[src/rtl/dmem_arb_pkg.sv]
// Shared types and default sizing for the data-memory arbiter.
package dmem_arb_pkg;

  typedef enum logic {ARB_CORE, ARB_HOST} arb_state_t;

  localparam int DEF_AW       = 8;
  localparam int DEF_DW       = 8;
  localparam int DEF_MAX_WAIT = 4;

endpackage

[src/rtl/dmem_arbiter.sv]
// Core-favoured two-port arbiter for dat_mem; a bounded wait counter
// guarantees the host a grant even under back-to-back core traffic.
module dmem_arbiter
  import dmem_arb_pkg::*;
#(
  parameter int AW       = DEF_AW,
  parameter int DW       = DEF_DW,
  parameter int MAX_WAIT = DEF_MAX_WAIT
) (
  input  logic          clk,
  input  logic          reset,
  input  logic          core_req,
  input  logic          core_we,
  input  logic [AW-1:0] core_addr,
  input  logic [DW-1:0] core_wdata,
  output logic [DW-1:0] core_rdata,
  output logic          core_stall,
  input  logic          host_req,
  input  logic          host_we,
  input  logic [AW-1:0] host_addr,
  input  logic [DW-1:0] host_wdata,
  input  logic          host_lock,
  output logic          host_gnt,
  output logic [DW-1:0] host_rdata,
  output logic          host_rvalid,
  output logic [AW-1:0] mem_addr,
  output logic          mem_wr_en,
  output logic [DW-1:0] mem_dat_in,
  input  logic [DW-1:0] mem_dat_out,
  output logic [7:0]    conflict_cnt
);

  localparam int WCW = $clog2(MAX_WAIT + 1);
  localparam logic [WCW:0] MAX_W = MAX_WAIT[WCW:0];

  arb_state_t    state_q, state_d;
  logic [WCW-1:0] wait_cnt_q, wait_cnt_d;
  logic [WCW:0]   wait_inc;
  logic [DW-1:0]  host_rdata_q, host_rdata_d;
  logic           host_rvalid_q, host_rvalid_d;
  logic [7:0]     conflict_cnt_q, conflict_cnt_d;

  always_comb begin
    state_d        = state_q;
    wait_cnt_d     = wait_cnt_q;
    host_rdata_d   = host_rdata_q;
    host_rvalid_d  = 1'b0;
    mem_addr       = core_addr;
    mem_dat_in     = core_wdata;
    mem_wr_en      = 1'b0;
    core_rdata     = '0;
    core_stall     = 1'b0;
    host_gnt       = 1'b0;
    wait_inc       = {1'b0, wait_cnt_q} + {{WCW{1'b0}}, 1'b1};

    case (state_q)
      ARB_CORE: begin
        mem_wr_en  = core_req & core_we;
        core_rdata = mem_dat_out;
        if (!host_req) begin
          wait_cnt_d = '0;
        end else if (!core_req || wait_inc == MAX_W) begin
          state_d    = ARB_HOST;
          wait_cnt_d = '0;
        end else begin
          wait_cnt_d = wait_inc[WCW-1:0];
        end
      end
      ARB_HOST: begin
        host_gnt   = 1'b1;
        mem_addr   = host_addr;
        mem_dat_in = host_wdata;
        mem_wr_en  = host_req & host_we;
        core_stall = core_req;
        if (host_req && !host_we) begin
          host_rdata_d  = mem_dat_out;
          host_rvalid_d = 1'b1;
        end
        if (!(host_req && host_lock)) state_d = ARB_HOST == state_d ? ARB_CORE : state_d;
      end
      default: state_d = ARB_CORE;
    endcase

    // Reset masks side effects even if the state register still says ARB_HOST.
    if (reset) begin
      mem_wr_en  = 1'b0;
      core_stall = 1'b0;
      host_gnt   = 1'b0;
    end

    conflict_cnt_d = (core_stall && conflict_cnt_q != 8'hFF) ? conflict_cnt_q + 8'd1
                                                             : conflict_cnt_q;
  end

  always_ff @(posedge clk) begin
    if (reset) begin
      state_q        <= ARB_CORE;
      wait_cnt_q     <= '0;
      host_rdata_q   <= '0;
      host_rvalid_q  <= 1'b0;
      conflict_cnt_q <= '0;
    end else begin
      state_q        <= state_d;
      wait_cnt_q     <= wait_cnt_d;
      host_rdata_q   <= host_rdata_d;
      host_rvalid_q  <= host_rvalid_d;
      conflict_cnt_q <= conflict_cnt_d;
    end
  end

  assign host_rdata   = host_rdata_q;
  assign host_rvalid  = host_rvalid_q;
  assign conflict_cnt = conflict_cnt_q;

endmodule

[config.mk]
export PLATFORM = sky130hd
export DESIGN_NAME = dmem_arbiter
export DESIGN_NICKNAME = d
export VERILOG_FILES = /design/src/rtl/dmem_arb_pkg.sv /design/src/rtl/dmem_arbiter.sv
export SDC_FILE = /design/constraint.sdc
export NUM_CORES = 1
export LEC_CHECK = 0
export CORE_MARGIN = 2
export CORE_UTILIZATION = 37
export DETAILED_ROUTE_END_ITERATION = 16
export PLACE_DENSITY = 0.95
export SLEW_MARGIN = 15
export SYNTH_ARGS = -nofsm -noshare
export SYNTH_HDL_FRONTEND = slang
export SYNTH_SLANG_ARGS = --single-unit
[constraint.sdc]
create_clock -name clk -period 3.02 [get_ports clk]
set_input_delay 0.453 -clock clk [delete_from_list [all_inputs] [get_ports clk]]
set_output_delay 0.453 -clock clk [all_outputs]
set_load 0.02 [all_outputs]
==> out/metrics.cfg, run 1 <==
[synthesis]
yosysUniqueCellTypes = 38
ys_warn_count = 0
yosysSeqAreaShare_pct = 33.5
synth_seq_cells = 21
syn-instance-count = 140
synthesis.area_um2 = 1250
avgSynthCellArea_um2 = 8.96
synth_fp_nets = 190

[place]
place_congestion = 0.848
portBuffers = 90
dp_hpwl_um = 3140

[cts]
cts_hold_buf = 0
cts_buffer_depth = 2
clk_pin_slew_ns = 0.11
cts_resized = 0
cts_tree = done
clock_latency_ns = 0.30
cts_made_buffers = 3
cts-root-buf = clkbuf_4
cts.sinks = 21
cts_setup_buffers = 0
htree_levels = 1

[detailed_routing]
wl_per_cell_um = 13.6
drc = 0
vias = 1345
drtIter0Drc = 62
wirelength_um = 3760
firstDrtPassIters = 4
drtAntennaViolNets = 0
viasPerCell = 4.87

[sta]
period_share_pct = 83.0
hold_viol_final = 0
setup_viol = 0
holdWs_ns = 0.460
finClkSkew_ns = 0.00362
tightest_slew_ns = 0.381
slew_headroom_pct = 74.5
slew_violations = 0
rsz0062_at_grt = no
setup_tns_ns = 0
final.min_clock_period_ns = 2.51
fmax_mhz = 399

[die]
pin_count = 91
die_w_um = 62.2
fp-row-count = 21
core_area_um2 = 3280
die-area_um2 = 3870
start_util_pct = 38.2
die_h_um = 62.2

[global_routing]
grt_pass1_wl_um = 6300
grt_max_degree = 30
antenna_found_initial = 0
grt_use_total_pct = 19.8
grt_pass1_vias = 1380
overflow = 0

[status]
status = complete, no violations

[setup_path]
end_kind = output port
crit_arrival_ns = 2.05
critPathMaxFanout = 3
required_ns = 2.57
worstSetupPathType = primary input to output port
worstSetupStartpointType = primary input

[power_and_ir_drop]
ir_drop_v = 0.000225
p_leak_uw = 0.000812
p_per_area_nw_per_um2 = 279

[min_path]
min_path_type = flip-flop to flip-flop

[finish]
nets = 281
area.growth.synth_to_final_pct = 77.2
n_antenna_cell = 0
nFillCells = 277
drive_gt1_share_pct = 14.8

[job]
drv_cap = 0

## routing by layer
metal  vias to the layer above  part of all wire, %  track usage [%]
met3                         2                  3.3             3.44
met1                       641                   41             23.5
li1                        671                    -                -
met5                         -                    0                0
met4                         0                 0.51             4.17
met2                        31                   55             37.1
## sequential cells by signal, indices dropped and copies added (netlist names)
name          flops
state_q           1
host_rdata        8
host_rvalid       1
conflict_cnt      8
wait_cnt_q        3
## metrics by stage
stage / instance area, um^2 / worst slack (ns) / instances / util [%] / total power [uW]
after floorplan: 1250 / 1.40 / 140 / - / 371
final: 2220 / 0.512 / 276 / 67.7 / 621
after global placement: 2200 / 0.525 / 272 / 66.9 / 489
after global routing: 2220 / 0.423 / 276 / 67.7 / 650
after detailed placement: 2200 / 0.531 / 272 / 66.9 / 493
after CTS: 2220 / 0.515 / 276 / 67.7 / 630
## cell usage in the layout (no fill, tap or decap)
| master | instances |
|---|---|
| xor2_1 | 1 |
| nand3b_4 | 1 |
| nor3b_2 | 1 |
| o21ai_1 | 2 |
| nand3_1 | 5 |
| buf_4 | 2 |
| nor3_2 | 3 |
| mux2_2 | 16 |
| and4_1 | 1 |
| or2_1 | 1 |
| a32o_1 | 1 |
| nor2b_1 | 8 |
| nor2_2 | 1 |
| a211oi_2 | 1 |
| nor3b_1 | 2 |
| mux2i_1 | 4 |
| xnor2_1 | 1 |
| a211o_1 | 1 |
| nand3b_2 | 1 |
| nand3b_1 | 1 |
| nand2b_1 | 3 |
| clkbuf_4 | 3 |
| clkdlybuf4s50_1 | 90 |
| nor2b_2 | 1 |
| a2111oi_4 | 1 |
| a32oi_1 | 1 |
| inv_2 | 1 |
| nor2_1 | 9 |
| and2b_1 | 1 |
| a21oi_1 | 11 |
| nand2_1 | 22 |
| inv_1 | 2 |
| a311oi_1 | 1 |
| o21ai_0 | 3 |
| and2b_2 | 1 |
| ha_1 | 3 |
| nand4_1 | 1 |
| dfxtp_1 | 21 |
| clkinv_2 | 1 |
## cells by family (layout without fill, tap and decap cells)
group           after synthesis  after routing  share of synthesized area (%)
fa+ha+maj                     3              3                           2.99
compound gates               22             22                           12.5
simple gates                 63             63                           28.6
mux                          20             20                           17.5
xor+xnor                      2              2                           1.40
buf+inv                       9             99                           3.49
flops                        21             21                           33.5
## power by group
part           total, uW  internal, uW  switching, uW
Clock                135          49.4           85.6
Combinational        203           122           81.1
Sequential           283           280           2.97
## path summary, 6_finish.rpt
check | startpoint | to | slack, ns | depth (start not counted)
worst max-delay path | core_req | mem_wr_en | 0.51 | 5
worst min-delay path | host_rdata[2]$_SDFFE_PP0P_ | host_rdata[2]$_SDFFE_PP0P_ | 0.46 | 2
worst max register to register | state_q$_SDFF_PP0_ | host_rdata[1]$_SDFFE_PP0P_ | 1.50 | 5
worst min register to register | host_rdata[2]$_SDFFE_PP0P_ | host_rdata[2]$_SDFFE_PP0P_ | 0.46 | 2
## synth_stat cells, drive strengths merged
cell	number	share of area, %
mux2	16	14
nor2b	9	4.7
dfxtp	21	33
ha	3	3.0
nor3	3	2.4
a211o	1	0.70
a2111oi	1	2.2
nand2b	3	1.5
a211oi	1	1.0
and2b	2	1.3
o21ai	5	2.0
inv	3	0.90
a21oi	11	4.4
a32o	1	0.80
nor2	10	3.2
nand4	1	0.50
or2	1	0.50
nor3b	3	2.2
nand2	22	6.6
a32oi	1	0.70
a311oi	1	0.70
buf	3	1.7
nand3b	3	3.1
nand3	5	2.0
mux2i	4	3.2
clkbuf	3	0.90
xor2	1	0.70
xnor2	1	0.70
and4	1	0.70
## cell type report
class	count	area [um^2]	area share, %
clock buffer	3	22.5	1.01
inverter	3	11.3	0.506
timing repair buffer	92	916	41.2
multi-input combinational	110	791	35.6
clock inverter	1	5.00	0.225
sequential	21	420	18.9
tap	46	57.6	2.59
## worst max-delay path, stage by stage
cell and delay, ns:
clkdlybuf4s50_1 0.54, nor2b_2 0.24, a32oi_1 0.08, nor2_1 0.13, clkdlybuf4s50_1 0.62
No activity file was read; power rests on OpenSTA's default activity.
==> run 2: changes to the inputs <==
--- a/config.mk
+++ b/config.mk
@@ -6,9 +6,9 @@
 export NUM_CORES = 1
 export LEC_CHECK = 0
 export CORE_MARGIN = 2
-export CORE_UTILIZATION = 37
+export CORE_UTILIZATION = 34
 export DETAILED_ROUTE_END_ITERATION = 16
-export PLACE_DENSITY = 0.95
+export PLACE_DENSITY = 0.9
 export SLEW_MARGIN = 15
 export SYNTH_ARGS = -nofsm -noshare
 export SYNTH_HDL_FRONTEND = slang
==> constraint.sdc (replaced) <==
create_clock -name clk -period 2.45 [get_ports clk]
set_input_delay 0.3675 -clock clk [delete_from_list [all_inputs] [get_ports clk]]
set_output_delay 0.3675 -clock clk [all_outputs]
set_load 0.02 [all_outputs]
==> out/metrics.cfg, run 2 (synthesis gave the netlist of run 1 again) <==
[finish]
area.growth.synth_to_final_pct = 80.0
ff_latch_area_um2 = 420  ; unchanged
fin_util_pct = 62.6  ; -5.1 points
mostFrequentLayoutCells = clkdlybuf4s50_1, nand2_1, dfxtp_1
fin_cells = 280  ; +1.4%
n_antenna_cell = 0  ; unchanged
drive_gt1_share_pct = 15.1  ; +0.30 points
nFillCells = 326  ; +18%
multiInputGateArea_um2 = 791  ; unchanged
nets = 283  ; +0.71%
final_common_cell = clkdlybuf4s50_1

[detailed_routing]
drtIter0Drc = 74  ; +19%
firstDrtPassIters = 4  ; unchanged
drc = 0  ; unchanged
wirelength_um = 3710  ; -1.1%
drtAntennaViolNets = 0  ; unchanged
wl_per_cell_um = 13.3  ; -2.6%
vias = 1286  ; -4.4%
viasPerCell = 4.59  ; -5.8%

[global_routing]
antenna_found_initial = 0  ; unchanged
grt_pass1_wl_um = 6020  ; -4.4%
overflow = 0  ; unchanged
grt_pass1_vias = 1229  ; -11%
grt_use_total_pct = 18.6  ; -1.1 points
grt_max_degree = 19  ; -37%

[setup_path]
critPathMaxFanout = 3  ; unchanged
r2r_start = conflict_cnt[0]$_SDFFE_PP0P_
worstSetupStartpointType = primary input
required_ns = 2.08  ; -0.49 ns
worstSetupPathType = primary input to output port
reg2reg_to = conflict_cnt[1]$_SDFFE_PP0P_
r2r_slack_ns = 1.04  ; -0.46 ns
end_kind = output port
crit_arrival_ns = 1.94  ; -0.11 ns
r2r_cells = 5  ; unchanged

[sta]
final.min_clock_period_ns = 2.31
setup_tns_ns = 0  ; unchanged
holdWs_ns = 0.457  ; -0.00299 ns
period_share_pct = 94.3
tightest_slew_ns = 0.320  ; -0.0619 ns
hold_viol_final = 0  ; unchanged
slew_headroom_pct = 78.7  ; +4.2 points
fmax_mhz = 433
finClkSkew_ns = 0.00161  ; -0.00202 ns
slew_violations = 0  ; unchanged
rsz0062_at_grt = no
setup_viol = 0  ; unchanged
setup_slack_ns = 0.141  ; -0.371 ns

[min_path]
hold_depth = 2  ; unchanged
holdPathEnd = host_rdata[2]$_SDFFE_PP0P_
min_path_type = flip-flop to flip-flop
min-delay-start = host_rdata[2]$_SDFFE_PP0P_

[cts]
clk_pin_slew_ns = 0.08  ; -0.03 ns
cts_buffer_depth = 2  ; unchanged
cts_tree = done
clock_latency_ns = 0.26  ; -0.04 ns
cts_hold_buf = 0  ; unchanged
cts_setup_buffers = 0  ; unchanged
cts_resized = 0  ; unchanged
cts.sinks = 21  ; unchanged
cts_made_buffers = 3  ; unchanged
cts-root-buf = clkbuf_8
htree_levels = 1  ; unchanged

[place]
place_congestion = 0.830  ; -2.1%
dp.cells = 276  ; +1.5%
post-place-ws_ns = 0.164  ; -0.367 ns
dp_hpwl_um = 3030  ; -3.5%
portBuffers = 90  ; unchanged

[die]
core_area_um2 = 3610  ; +9.8%
die_w_um = 64.8  ; +4.0%
die_h_um = 64.8  ; +4.0%
pin_count = 91  ; unchanged
die-area_um2 = 4190  ; +8.2%
fp-row-count = 22  ; +4.8%
start_util_pct = 34.8  ; -3.4 points

[power_and_ir_drop]
ir_drop_v = 0.000378  ; +68%
p_per_area_nw_per_um2 = 368  ; +32%
p_leak_uw = 0.000827  ; +1.9%

[status]
status = complete, no violations

[job]
drv_cap = 0  ; unchanged

## run 2: metal layers
layer  global-route usage (%)  vias up  wire, um
li1                         -      669         -
met5                        0        -         0
met2                     32.7       29      1940
met1                     23.1      584      1590
met3                     3.82        4       140
met4                     4.79        0        40
## run 2: worst max-delay path: stages
cell and delay [ns]:
clkdlybuf4s50_1 0.54, nor2b_2 0.23, a32oi_1 0.07, nor2_1 0.10, clkdlybuf4s50_1 0.63
## run 2: area by class of cell
cell class | count | share of cell area [%]
clock buffer | 4 | 1.99
sequential | 21 | 18.6
timing repair buffer | 94 | 41.2
tap | 48 | 2.66
multi-input combinational | 110 | 35.0
inverter | 3 | 0.499
## run 2: power breakdown
part           leakage [uW]  total [uW]  internal (uW)  switching (uW)
logic              0.000635         253            152             101
clock network     0.0000228         231            116             115
registers          0.000170         348            345            3.07
## run 2: per-stage QoR
stage	cell area, um^2	total power, uW
after CTS	2260	843
after floorplan	1250	458
after global routing	2260	872
after global placement	2210	606
after detailed placement	2210	610
final	2260	832
## run 2: worst max-delay path by stage
| stage | from | slack (ns) | endpoint | cells after the start |
|---|---|---|---|---|
| 6_report | core_req | 0.14 | mem_wr_en | 5 |
| 5_1_grt | core_req | 0.09 | mem_wr_en | 5 |
| 4_1_cts | core_req | 0.15 | mem_wr_en | 5 |
| 3_5_place_dp | core_req | 0.16 | mem_wr_en | 5 |
| 3_3_place_gp | core_req | 0.15 | mem_wr_en | 5 |
| 2_1_floorplan | state_q$_SDFF_PP0_ | 0.97 | mem_addr[3] | 3 |
==> run 3: changes to the inputs <==
--- a/config.mk
+++ b/config.mk
@@ -6,9 +6,10 @@
 export NUM_CORES = 1
 export LEC_CHECK = 0
 export CORE_MARGIN = 2
-export CORE_UTILIZATION = 34
+export CORE_UTILIZATION = 35
+export CTS_BUF_LIST = sky130_fd_sc_hd__clkbuf_8
 export DETAILED_ROUTE_END_ITERATION = 16
-export PLACE_DENSITY = 0.9
+export PLACE_DENSITY = 0.92
 export SLEW_MARGIN = 15
 export SYNTH_ARGS = -nofsm -noshare
 export SYNTH_HDL_FRONTEND = slang
==> out/metrics.cfg, run 3 (synthesis gave the netlist of run 1 again) <==
[sta]
final.min_clock_period_ns = 2.31  ; +0.00547 ns
slew_violations = 0  ; unchanged
rsz0062_at_grt = no
setup_tns_ns = 0  ; unchanged
period_share_pct = 94.5  ; +0.22 points
setup_viol = 0  ; unchanged
fmax_mhz = 432  ; -0.24%
tightest_slew_ns = 0.332  ; +0.0129 ns
hold_viol_final = 0  ; unchanged
slew_headroom_pct = 77.8  ; -0.86 points
finClkSkew_ns = 0.00710  ; +0.00549 ns
holdWs_ns = 0.454  ; -0.00355 ns

[cts]
htree_levels = 1  ; unchanged
cts_hold_buf = 0  ; unchanged
cts_tree = done
cts-root-buf = clkbuf_8
clk_pin_slew_ns = 0.07  ; about the same
cts_made_buffers = 3  ; unchanged
cts_buffer_depth = 2  ; unchanged
cts.sinks = 21  ; unchanged
cts_resized = 0  ; unchanged
cts_setup_buffers = 0  ; unchanged
clock_latency_ns = 0.26  ; about the same

[setup_path]
cp_slowest_cell = clkdlybuf4s50_1
cp_common_cell = clkdlybuf4s50_1
critPathMaxFanout = 3  ; unchanged
cp.depth = 5  ; unchanged
crit_path_cell_trace = clkdlybuf4s50_1 > nor2b_2 > a32oi_1 > nor2_1 > clkdlybuf4s50_1
r2r_slack_ns = 0.97  ; -0.07 ns
cpPeakStageDelay_ns = 0.63  ; about the same
r2r_cells = 5  ; unchanged
worstSetupStartpointType = primary input
end_kind = output port
worstSetupPathType = primary input to output port
cp_num_buf_inv = 2  ; unchanged
crit_arrival_ns = 1.95  ; about the same
cp_top_family = buffers and inverters
required_ns = 2.08  ; about the same

[place]
portBuffers = 90  ; unchanged
dp_hpwl_um = 2830  ; -6.5%
place_congestion = 0.890  ; +7.2%

[die]
core_area_um2 = 3390  ; -6.0%
start_util_pct = 37.0  ; +2.2 points
pin_count = 91  ; unchanged
die_h_um = 63.9  ; -1.4%
fp-row-count = 21  ; -4.5%
die-area_um2 = 4080  ; -2.7%
die_w_um = 63.9  ; -1.4%

[job]
drv_cap = 0  ; unchanged

[global_routing]
antenna_found_initial = 0  ; unchanged
grt_max_degree = 18  ; -1
grt_pass1_wl_um = 5650  ; -6.2%
grt_use_total_pct = 17.3  ; -1.3 points
grt_use_met3_pct = 5.81  ; +2.0 points
grt.busiest_layer = met2
overflow = 0  ; unchanged
use_met1_pct = 19.4  ; -3.6 points
grt_pass1_vias = 1240  ; +0.90%
use_met2_pct = 30.6  ; -2.1 points

[detailed_routing]
wirelength_um = 3470  ; -6.7%
vias = 1342  ; +4.4%
wl_per_cell_um = 12.5  ; -6.0%
viasPerCell = 4.83  ; +5.1%
firstDrtPassIters = 4  ; unchanged
drtAntennaViolNets = 0  ; unchanged
drc = 0  ; unchanged
drtIter0Drc = 67  ; -9.5%

[power_and_ir_drop]
ir_drop_v = 0.000302  ; -20%
p_per_area_nw_per_um2 = 365  ; -0.83%
p_leak_uw = 0.000831  ; +0.50%

[min_path]
min_path_type = flip-flop to flip-flop
hold_depth = 2  ; unchanged

[finish]
n_antenna_cell = 0  ; unchanged
nFillCells = 280  ; -14%
drive_gt1_share_pct = 15.1  ; unchanged
nets = 283  ; unchanged
final_common_cell = clkdlybuf4s50_1
area.growth.synth_to_final_pct = 79.8
mostFrequentLayoutCells = clkdlybuf4s50_1, nand2_1, dfxtp_1

[status]
status = complete, no violations

## run 3: cell types whose count changed in the layout (fill, tap and decap cells not counted), sizes merged
cell / delta
clkbuf: -1
inv: +1
## run 3: area by class of cell
cell class / instances / area, um^2 / area share (%)
sequential: 21 / 420 / 18.6
clock inverter: 1 / 3.75 / 0.166
timing repair buffer: 94 / 931 / 41.3
inverter: 3 / 11.3 / 0.499
multi-input combinational: 110 / 791 / 35.1
tap: 46 / 57.6 / 2.55
clock buffer: 3 / 41.3 / 1.83
## run 3: metal layers
layer  routed length, um  share of wire (%)
met4                  39                1.1
met2                1740                 50
met1                1370                 40
met5                   0                  0
met3                 314                9.1
## run 3: worst paths after layout
| path | from | endpoint |
|---|---|---|
| worst max register to register | conflict_cnt[0]$_SDFFE_PP0P_ | conflict_cnt[1]$_SDFFE_PP0P_ |
| worst max-delay path | core_req | mem_wr_en |
| worst min-delay path | host_rdata[3]$_SDFFE_PP0P_ | host_rdata[3]$_SDFFE_PP0P_ |
| worst min register to register | host_rdata[3]$_SDFFE_PP0P_ | host_rdata[3]$_SDFFE_PP0P_ |
## run 3: metrics by stage
stage	cells	util (%)	total power, uW	setup slack, ns	area, um^2
2_1_floorplan	140	-	458	0.968	1250
3_3_place_gp	274	65.2	603	0.149	2210
3_5_place_dp	274	65.2	607	0.135	2210
4_1_cts	278	66.6	832	0.123	2260
5_1_grt	278	66.6	859	0.0632	2260
6_report	278	66.6	824	0.135	2260
## run 3: worst reg2reg max path, cell delays in order (launching register included)
cell	delay, ns
dfxtp_1	0.39
ha_1	0.30
nand3_1	0.14
o21ai_1	0.28
mux2i_1	0.23
nor2_1	0.05
## run 3: report_power, final
group          internal, uW  switching, uW  total [uW]  leakage [uW]
clock                   112            114         226     0.0000269
sequential              345           2.94         348      0.000170
combinational           152           98.0         250      0.000635
==> RTL edit, RTL diff (settings of run 2) <==
Reset style: asynchronous (`reset`), changed in one clocked block.
--- a/src/rtl/dmem_arbiter.sv
+++ b/src/rtl/dmem_arbiter.sv
@@ -94,3 +94,3 @@
 
-  always_ff @(posedge clk) begin
+  always_ff @(posedge clk or posedge reset) begin
     if (reset) begin
Function: differs if reset is asserted again (counterexample within 4 cycles, from zero or initial values and one cycle with reset high); with reset held inactive, the same outputs for 10 cycles.
==> RTL edit against run 2 <==
  * Cell area decreased by 1.3%
  * Clock skew increased by 2.7 ps
  * Sequential cell count is the same
  * Hold slack improved by 34 ps
  * Global-route usage is 0.075 points lower
  * Via count fell by 4.5%
  * Register-to-register slack lost 270 ps
  * Routed wire length up 1.8%
  * Setup slack better by 0.96 ps
  * Core utilization increased by 2.6 points
  * Area after synthesis is 0.70% lower
Power is not compared: it rests on default switching activity, and its combinational part moved more than twofold at a synthesized area within 25%.
==> RTL edit: results (changes against run 2) <==
R2R depth = 4 (-1)
CP startpoint = state_q$_DFF_PP0_
Worst slew pin tran = 796 ps (+477 ps)
Clock Path Buffers = 2 (unchanged)
Met1 Use GR = 0.228 (-0.00270)
Initial drt markers = 26 (-65%)
Required @ worst endpoint = 2080 ps (about the same)
Sequential fraction of the synthesis area = 0.422 (+0.0867)
WL met3 = 192 um (+37%)
Synth area leaders = dfrtp_1, mux2_2, nand2_1
Reg2reg start = conflict_cnt[0]$_DFFE_PP0P_
Setup crit end = mem_addr[5]
First-pass GRT wire length = 6.11 mm (+1.5%)
Syn avg cell area = 9.97 um^2 (+11%)
Gpl congestion = 0.747 (-10%)
PostCTS Resize Cnt = 0 (unchanged)
Clock Pin Slew Worst Setup and Hold Paths = 120 ps (+40 ps)
Routed length on met2 = 1.97 mm (+1.8%)
Final WL = 3.78 mm (+1.8%)
Critical path's largest stage delay = 550 ps (-80 ps)
Nets@finish = 268 (-5.3%)
Top cells by count, synth = nand2_1, dfrtp_1, mux2_2
Mux cell area share after synthesis = 0.175 (-0.000775)
Post-Synth XOR/XNOR Area = 0.0281 (+0.0142)
Clk_lat worst skew = 300 ps (+40 ps)
Reg-to-reg slack, setup = 770 ps (-270 ps)
Met1 WL = 1.56 mm (-2.0%)
Post-DR vias/cell = 4.67 (+1.7%)
Final clock skew = 4.32 ps (+2.71 ps)
Placed Instances = 259 (-6.2%)
GRT met3 Usage = 0.0417 (+0.00347)
Met2 usage = 0.320 (-0.00701)
Status = finished clean
Clk root buf = clkbuf_4
Complex-gate fraction of the synthesized area = 0.0803 (-0.0443)
Synth Area in Adders = 0.0301 (+0.000210)
Worst Hold End = host_rdata[0]$_DFFE_PP0P_
Min-Delay Startpoint = host_rdata[0]$_DFFE_PP0P_
Wirelength per Cell = 14.4 um (+8.4%)
Fraction of layout instances using a drive strength above 1 = 0.143 (-0.00800)
Worst reg2reg path endpoint = conflict_cnt[1]$_DFFE_PP0P_
GRT Total Usage = 0.186 (-0.000753)
ANT cells = 0 (unchanged)
Mapped Nets = 175 (-7.9%)
Fraction of registers with async set/reset = 1.00 (+1.00)
Final HPWL DP = 3.05 mm (+0.54%)
Distinct cells, synth = 29 (-24%)
Critical path fanouts, max = 16 (+13)
Cts bufs inserted = 3 (unchanged)
Vias in the first global route = 1314 (+6.9%)
Largest net degree at the start of global routing = 22 (+3)
## RTL edit: changes by cell type after synthesis, moves of 3 or more
cell,before,now
a21oi_1,11,3
dfrtp_1,0,21
dfxtp_1,21,0
mux2i_1,4,0
nand2_1,22,28
nand2b_1,3,0
nand4_1,1,4
nor2_1,9,3
nor2b_1,8,12
nor3_2,3,0
## RTL edit: cell families after synthesis
| kind of cell | Yosys count |
|---|---|
| and+or+nand+nor | 57 |
| DFF | 21 |
| muxes | 19 |
| AOI/OAI and AO/OA | 12 |
| buffers and inverters | 9 |
| xor gates and xnor gates | 4 |
| adders and majority gates | 3 |
## RTL edit: per-stage QoR
step                      hold WS [ps]  instance area, um^2  setup slack, ps   util
final                              491                 2230              142  0.653
after global routing               514                 2230             73.8  0.653
after CTS                          492                 2230             48.4  0.652
after detailed placement           464                 2200              182  0.644
after global placement             457                 2200              240  0.644
after floorplan                    344                 1250              793      -
## RTL edit: final cells by class
| class | count | area [um^2] |
|---|---|---|
| clock inverters | 1 | 5.00 |
| well taps | 46 | 57.6 |
| inverters | 5 | 18.8 |
| repair buffers | 92 | 916 |
| clock buffers | 3 | 22.5 |
| fillers | 287 | 1190 |
| flip-flops and latches | 21 | 527 |
| multi-input cells | 95 | 683 |
## RTL edit: power by group through the flow
stage / Clock [uW] / Combinational [uW] / Sequential (uW)
5_1_grt: 193 / 587 / 499
3_5_place_dp: 0 / 555 / 491
6_report: 168 / 553 / 486
4_1_cts: 174 / 558 / 484
3_3_place_gp: 0 / 548 / 490
2_1_floorplan: 0 / 187 / 554
## RTL edit: critical path: cells and delay by family (launching register included)
| family | cells | cell delay (ps) |
|---|---|---|
| multiplexers | 1 | 360 |
| buffers and inverters | 2 | 800 |
| flip-flops | 1 | 470 |
